===== src/rtl/cu_pkg.sv =====
// Shared encodings for the multi-cycle RV32 control unit: FSM states,
// opcodes, ALU operations and datapath mux selects.
package cu_pkg;

   typedef enum logic [3:0] {
      S_FETCH    = 4'd0,
      S_DECODE   = 4'd1,
      S_MEMADR   = 4'd2,
      S_MEMREAD  = 4'd3,
      S_MEMWB    = 4'd4,
      S_MEMWRITE = 4'd5,
      S_EXECR    = 4'd6,
      S_EXECI    = 4'd7,
      S_ALUWB    = 4'd8,
      S_BRANCH   = 4'd9,
      S_JAL      = 4'd10
   } state_t;

   localparam logic [6:0] OP_LOAD   = 7'b0000011;
   localparam logic [6:0] OP_STORE  = 7'b0100011;
   localparam logic [6:0] OP_RTYPE  = 7'b0110011;
   localparam logic [6:0] OP_ITYPE  = 7'b0010011;
   localparam logic [6:0] OP_BRANCH = 7'b1100011;
   localparam logic [6:0] OP_JAL    = 7'b1101111;

   localparam logic [2:0] ALU_ADD = 3'b000;
   localparam logic [2:0] ALU_SUB = 3'b010;
   localparam logic [2:0] ALU_SLL = 3'b001;
   localparam logic [2:0] ALU_XOR = 3'b100;
   localparam logic [2:0] ALU_SRL = 3'b101;
   localparam logic [2:0] ALU_OR  = 3'b110;
   localparam logic [2:0] ALU_AND = 3'b111;

   localparam logic [1:0] IMM_I = 2'b00;
   localparam logic [1:0] IMM_S = 2'b01;
   localparam logic [1:0] IMM_B = 2'b10;
   localparam logic [1:0] IMM_J = 2'b11;

   localparam logic [1:0] SRCA_PC    = 2'b00;
   localparam logic [1:0] SRCA_OLDPC = 2'b01;
   localparam logic [1:0] SRCA_RS1   = 2'b10;

   localparam logic [1:0] SRCB_RS2  = 2'b00;
   localparam logic [1:0] SRCB_IMM  = 2'b01;
   localparam logic [1:0] SRCB_FOUR = 2'b10;

   localparam logic [1:0] RES_ALUOUT = 2'b00;
   localparam logic [1:0] RES_MEM    = 2'b01;
   localparam logic [1:0] RES_ALU    = 2'b10;

   // States that own the shared memory port and may wait on it
   function automatic logic is_mem_state(state_t s);
      return (s == S_FETCH) || (s == S_MEMREAD) || (s == S_MEMWRITE);
   endfunction

endpackage


===== src/rtl/alu_decoder.sv =====
// ALU operation decode from funct3 / funct7[5]; shared with the pipelined core.
module alu_decoder
   import cu_pkg::*;
(
   input  logic       op5,
   input  logic [2:0] funct3,
   input  logic       funct7b5,
   output logic [2:0] alu_control
);

   // Subtract only for R-type with funct7[5] set; slt/sltu fall back to add
   always_comb begin
      alu_control = ALU_ADD;
      case (funct3)
         3'b000:  alu_control = (op5 && funct7b5) ? ALU_SUB : ALU_ADD;
         3'b001:  alu_control = ALU_SLL;
         3'b100:  alu_control = ALU_XOR;
         3'b101:  alu_control = ALU_SRL;
         3'b110:  alu_control = ALU_OR;
         3'b111:  alu_control = ALU_AND;
         default: alu_control = ALU_ADD;
      endcase
   end

endmodule


===== src/rtl/multicycle_cu.sv =====
// Multi-cycle RV32 control unit: Moore FSM sequencing fetch/decode/execute/
// memory/writeback over a shared memory port with a bounded wait counter.
module multicycle_cu
   import cu_pkg::*;
#(
   parameter bit WAIT_EN  = 1'b1,
   parameter int WAIT_MAX = 15
) (
   input  logic        clk,
   input  logic        rst,
   input  logic [31:0] instr,
   input  logic        zf,
   input  logic        sf,
   input  logic        mem_ready,
   output logic        mem_req,
   output logic        mem_write,
   output logic        adr_src,
   output logic        ir_write,
   output logic        pc_write,
   output logic        reg_write,
   output logic [1:0]  alu_src_a,
   output logic [1:0]  alu_src_b,
   output logic [1:0]  imm_src,
   output logic [2:0]  alu_control,
   output logic [1:0]  result_src,
   output logic        illegal,
   output logic        timeout,
   output logic [3:0]  state_o
);

   localparam int CNT_W = (WAIT_MAX < 1) ? 1 : $clog2(WAIT_MAX + 1);
   localparam logic [CNT_W-1:0] WAIT_LIM = CNT_W'(WAIT_MAX);

   state_t           state, state_nx;
   logic [CNT_W-1:0] cnt;
   logic [6:0]       opcode;
   logic [2:0]       funct3;
   logic [2:0]       alu_dec_ctl;
   logic             ready_eff;
   logic             at_limit;
   logic             unused_instr;

   assign opcode       = instr[6:0];
   assign funct3       = instr[14:12];
   assign unused_instr = ^{instr[31], instr[29:15], instr[11:7]};
   assign ready_eff    = mem_ready | ~WAIT_EN;
   // Ready on the limit cycle wins over the abort
   assign at_limit     = (WAIT_MAX > 0) && !ready_eff && (cnt == WAIT_LIM);
   assign state_o      = state;

   alu_decoder u_alu_dec (
      .op5        (instr[5]),
      .funct3     (funct3),
      .funct7b5   (instr[30]),
      .alu_control(alu_dec_ctl)
   );

   // State register and wait counter; counter only runs while a memory state stalls
   always_ff @(posedge clk) begin
      if (rst) begin
         state <= S_FETCH;
         cnt   <= '0;
      end else begin
         state <= state_nx;
         if (is_mem_state(state) && !ready_eff && !at_limit) cnt <= cnt + 1'b1;
         else                                                 cnt <= '0;
      end
   end

   // Next-state and datapath controls; an aborted access drops its request and enables
   always_comb begin
      state_nx    = state;
      mem_req     = 1'b0;
      mem_write   = 1'b0;
      adr_src     = 1'b0;
      ir_write    = 1'b0;
      pc_write    = 1'b0;
      reg_write   = 1'b0;
      alu_src_a   = SRCA_PC;
      alu_src_b   = SRCB_RS2;
      imm_src     = IMM_I;
      alu_control = ALU_ADD;
      result_src  = RES_ALUOUT;
      illegal     = 1'b0;
      timeout     = 1'b0;
      case (state)
         S_FETCH: begin
            if (at_limit) begin
               timeout  = 1'b1;
               state_nx = S_FETCH;
            end else begin
               mem_req = 1'b1;
               if (ready_eff) begin
                  ir_write   = 1'b1;
                  pc_write   = 1'b1;
                  alu_src_b  = SRCB_FOUR;
                  result_src = RES_ALU;
                  state_nx   = S_DECODE;
               end
            end
         end
         S_DECODE: begin
            alu_src_a = SRCA_OLDPC;
            alu_src_b = SRCB_IMM;
            imm_src   = (opcode == OP_JAL) ? IMM_J : IMM_B;
            case (opcode)
               OP_LOAD, OP_STORE: state_nx = S_MEMADR;
               OP_RTYPE:          state_nx = S_EXECR;
               OP_ITYPE:          state_nx = S_EXECI;
               OP_BRANCH:         state_nx = S_BRANCH;
               OP_JAL:            state_nx = S_JAL;
               default: begin
                  illegal  = 1'b1;
                  state_nx = S_FETCH;
               end
            endcase
         end
         S_MEMADR: begin
            alu_src_a = SRCA_RS1;
            alu_src_b = SRCB_IMM;
            imm_src   = (opcode == OP_STORE) ? IMM_S : IMM_I;
            state_nx  = (opcode == OP_STORE) ? S_MEMWRITE : S_MEMREAD;
         end
         S_MEMREAD, S_MEMWRITE: begin
            adr_src = 1'b1;
            if (at_limit) begin
               timeout  = 1'b1;
               state_nx = S_FETCH;
            end else begin
               mem_req   = 1'b1;
               mem_write = (state == S_MEMWRITE);
               if (ready_eff) state_nx = (state == S_MEMREAD) ? S_MEMWB : S_FETCH;
            end
         end
         S_MEMWB: begin
            result_src = RES_MEM;
            reg_write  = 1'b1;
            state_nx   = S_FETCH;
         end
         S_EXECR, S_EXECI: begin
            alu_src_a   = SRCA_RS1;
            alu_src_b   = (state == S_EXECI) ? SRCB_IMM : SRCB_RS2;
            alu_control = alu_dec_ctl;
            state_nx    = S_ALUWB;
         end
         S_ALUWB: begin
            result_src = RES_ALUOUT;
            reg_write  = 1'b1;
            state_nx   = S_FETCH;
         end
         S_BRANCH: begin
            alu_src_a   = SRCA_RS1;
            alu_src_b   = SRCB_RS2;
            alu_control = ALU_SUB;
            case (funct3)
               3'b000:  pc_write = zf;
               3'b001:  pc_write = ~zf;
               3'b100:  pc_write = sf;
               default: pc_write = 1'b0;
            endcase
            state_nx = S_FETCH;
         end
         S_JAL: begin
            alu_src_a = SRCA_OLDPC;
            alu_src_b = SRCB_FOUR;
            pc_write  = 1'b1;
            state_nx  = S_ALUWB;
         end
         default: state_nx = S_FETCH;
      endcase
   end

endmodule


===== config.mk =====
export PLATFORM = sky130hd
export DESIGN_NAME = multicycle_cu
export DESIGN_NICKNAME = d
export VERILOG_FILES = /design/src/rtl/cu_pkg.sv /design/src/rtl/alu_decoder.sv /design/src/rtl/multicycle_cu.sv
export SDC_FILE = /design/constraint.sdc
export NUM_CORES = 1
export LEC_CHECK = 0
export ABC_CLOCK_PERIOD_IN_PS = 1400
export CAP_MARGIN = 20
export CELL_PAD_IN_SITES_DETAIL_PLACEMENT = 1
export CELL_PAD_IN_SITES_GLOBAL_PLACEMENT = 2
export CORE_MARGIN = 5
export CORE_UTILIZATION = 15
export DETAILED_ROUTE_END_ITERATION = 16
export PLACE_DENSITY = 0.73
export SYNTH_ARGS = -nofsm -noshare
export SYNTH_HDL_FRONTEND = slang
export SYNTH_SLANG_ARGS = --single-unit

===== constraint.sdc =====
create_clock -name clk -period 1.4 [get_ports clk]
set_input_delay 0.28 -clock clk [delete_from_list [all_inputs] [get_ports clk]]
set_output_delay 0.28 -clock clk [all_outputs]
set_load 0.01 [all_outputs]

==> impl_metrics.ini <==
[clock_network]
cts.path.max_buffers = 2
cts_tree = done
path_clk_slew_ns = 0.04
clockRootBuffer = clkbuf_8
cts_sinks = 8
clkLatencyLatePin_ns = 0.23
cts_made_buffers = 3
ctsHtreeMaxLevel = 1

[final_layout]
nFillCells = 656
seq_area_um2 = 178
finalNetCount = 248
antennaDiodeCount = 0
syn_to_final_growth_pct = 136
drive_gt1_share_pct = 62.5
multiInputGateArea_um2 = 843
final_area_um2 = 1970

[sta]
post-route-period-util_pct = 122
whs_ns = 0.530
clock-skew-final_ns = 0.00277
max_freq_mhz = 584
fin_crit_ns = 1.71
setup_violations = 25
tightest_slew_ns = 0.316
rsz0062_at_grt = yes
finalSetupTns_ns = -4.26
maxSlewHeadroom_pct = 78.8
worst_slack_ns = -0.312
slew_violations = 0
hold_viol = 0

[synth]
yosys_warnings = 0
seq_area_frac_synth_pct = 19.2
synth.avg_cell_area_um2 = 7.33
synth-async-reset-ratio_pct = 0
synth.net_count = 152
ys_types = 44
synth_edf_count = 0
ys.flop_type = dfxtp_1
synth_seq_cells = 8
synth_area_um2 = 836
synth_cells = 114

[worst_setup_path]
slowest_stage = dfxtp_4
start_kind = flop
timing.rr.start = state_o[2]
crit_required_ns = 1.12
critPathKind = flop to output pin
crit_start = state_o[2]
endpoint_kind = output pin
critical_path.max_stage_delay_ns = 0.37
critical_path.cell_chain = buf_6 -> nor4b_4 -> nand3_2 -> a21bo_1 -> buf_2
arrival_ns = 1.43
crit_fanout = 7

[global_routing]
grt_max_degree = 13
grt_usage_pct = 9.83
gr-total-overflow = 0
antenna_found_initial = 0
grt_pass1_vias = 1296
grt_pass1_wl_um = 5840

[outcome]
violations = setup timing
status = finished with violations

[pwr]
irDropWorstVdd_mv = 0.230
cellPowerDensity_nw_per_um2 = 554
power.total_mw = 1.09
leakagePower_nw = 0.900

[floorplan]
core_um2 = 5470
die_height_um = 84.6
ios = 60
row_count = 27
initial_utilization_pct = 15.3
die_x_um = 84.6
die-area_um2 = 7160

[hold_path]
hold_class = flop to flop
hp-start = cnt[0]

[drt]
drc = 0
firstDrtPassIters = 4
wl_per_cell_um = 13.1
num_vias = 1193
drt-total-wl_um = 3660
drtIter0Drc = 28
vias_per_cell = 4.26
ant_nets = 0

[placement]
placed_area_um2 = 1600
port_buffers = 38
pre_cts_ws_ns = -0.828
dp_hpwl_um = 2630
gp_congestion = 0.714

[run]
cap_violations = 0
## placed cells by master, fill, tap and decap left out, types with 2 or more instances in the layout
cell type	netlist	final
dfxtp_2	0	2
nand2_2	0	2
o21ai_1	2	4
nor2b_1	4	2
xor2_1	2	2
nor4b_4	1	2
nor2_2	0	3
dfxtp_1	8	2
dlygate4sd2_1	0	11
a21oi_1	4	2
nand2_1	7	5
nor3b_2	0	3
clkdlybuf4s50_1	0	4
nand2b_4	0	3
clkdlybuf4s15_1	0	2
xnor2_2	0	2
clkbuf_8	0	3
nor2_4	0	2
buf_6	1	17
nand3_1	5	4
buf_2	4	14
nor3_2	0	5
a22o_1	2	2
mux2i_1	2	2
dfxtp_4	0	4
buf_4	1	46
a21oi_2	0	2
a21o_1	2	2
nor2_1	19	14
inv_1	2	2
## cell families after synthesis
family / count (synthesis) / synth area share [%]
AND/OR/NAND/NOR: 62 / 43.3
XOR/XNOR: 5 / 5.24
buffers and inverters: 9 / 5.99
flip-flops: 8 / 19.2
multiplexers: 2 / 2.40
adder cells (fa/ha/maj): 1 / 1.50
AO/OA/AOI/OAI: 27 / 22.5
## flip-flops by register name (all words and copies together), names as in the netlist
name,count
cnt,4
state_o,4
## layer usage
metal / vias up / wire [um] / track usage (%)
met3: 2 / 140 / 2.26
met1: 562 / 1560 / 11.2
li1: 603 / - / -
met2: 26 / 1940 / 18.6
met4: 0 / 19 / 1.73
met5: - / 0 / 0
## cell usage after synthesis (2+ instances only)
cell type,n,area share (%)
a31oi_1,2,1.5
nand2b_1,4,3.0
nor2_1,19,8.5
nand3_1,5,3.0
a22oi_1,2,1.8
buf_2,4,2.4
o21ai_1,2,1.2
nand2_1,7,3.1
nor3_1,6,3.6
dfxtp_1,8,19
nor2b_1,4,3.0
mux2i_1,2,2.4
a21o_1,2,1.8
nor3b_1,3,2.7
inv_1,2,0.90
o21ai_0,4,2.4
a22o_1,2,2.1
and2_1,2,1.5
and3_1,2,1.5
a31o_1,2,2.1
a21oi_1,4,2.4
xor2_1,2,2.1
xnor2_1,3,3.1
## power by group
| part | leakage [nW] | internal [mW] | total, mW | switching [mW] |
|---|---|---|---|---|
| logic | 0.809 | 0.316 | 0.556 | 0.240 |
| clock network | 0.0216 | 0.187 | 0.281 | 0.0948 |
| registers | 0.0688 | 0.236 | 0.256 | 0.0202 |
## repair_timing
item                                    4_1_cts  5_1_grt
endpoints found under the setup margin       31       30
gates resized for setup                     138       27
pin swaps                                    20       12
hold buffers                                  0        0
setup buffers                                11        9
## stage by stage
step,utilization (%),std cells
after floorplan,-,114
after global placement,29.3,259
after detailed placement,29.3,259
after CTS,33.4,272
after global routing,36.1,280
final,36.1,280
## final timing paths
kind	endpoint	slack, ns	depth (start not counted)
worst max-delay path	imm_src[0]	-0.31	5
worst min-delay path	cnt[0]	0.53	2
worst max register to register	state_o[2]	-0.15	8
worst min register to register	cnt[0]	0.53	2
## critical path, delay by kind of cell (launching register included)
kind,cells,cell delay [ns]
simple gates,2,0.39
flops,1,0.37
buf+inv,2,0.24
compound gates,1,0.20
## final cells by class
| cell class | count | share of cell area [%] |
|---|---|---|
| multi-input cells | 97 | 42.7 |
| flip-flops and latches | 8 | 9.00 |
| inverters | 2 | 0.380 |
| repair buffers | 98 | 41.3 |
| clock buffers | 3 | 2.09 |
| well taps | 72 | 4.56 |
No activity file was read; power rests on OpenSTA's default activity.
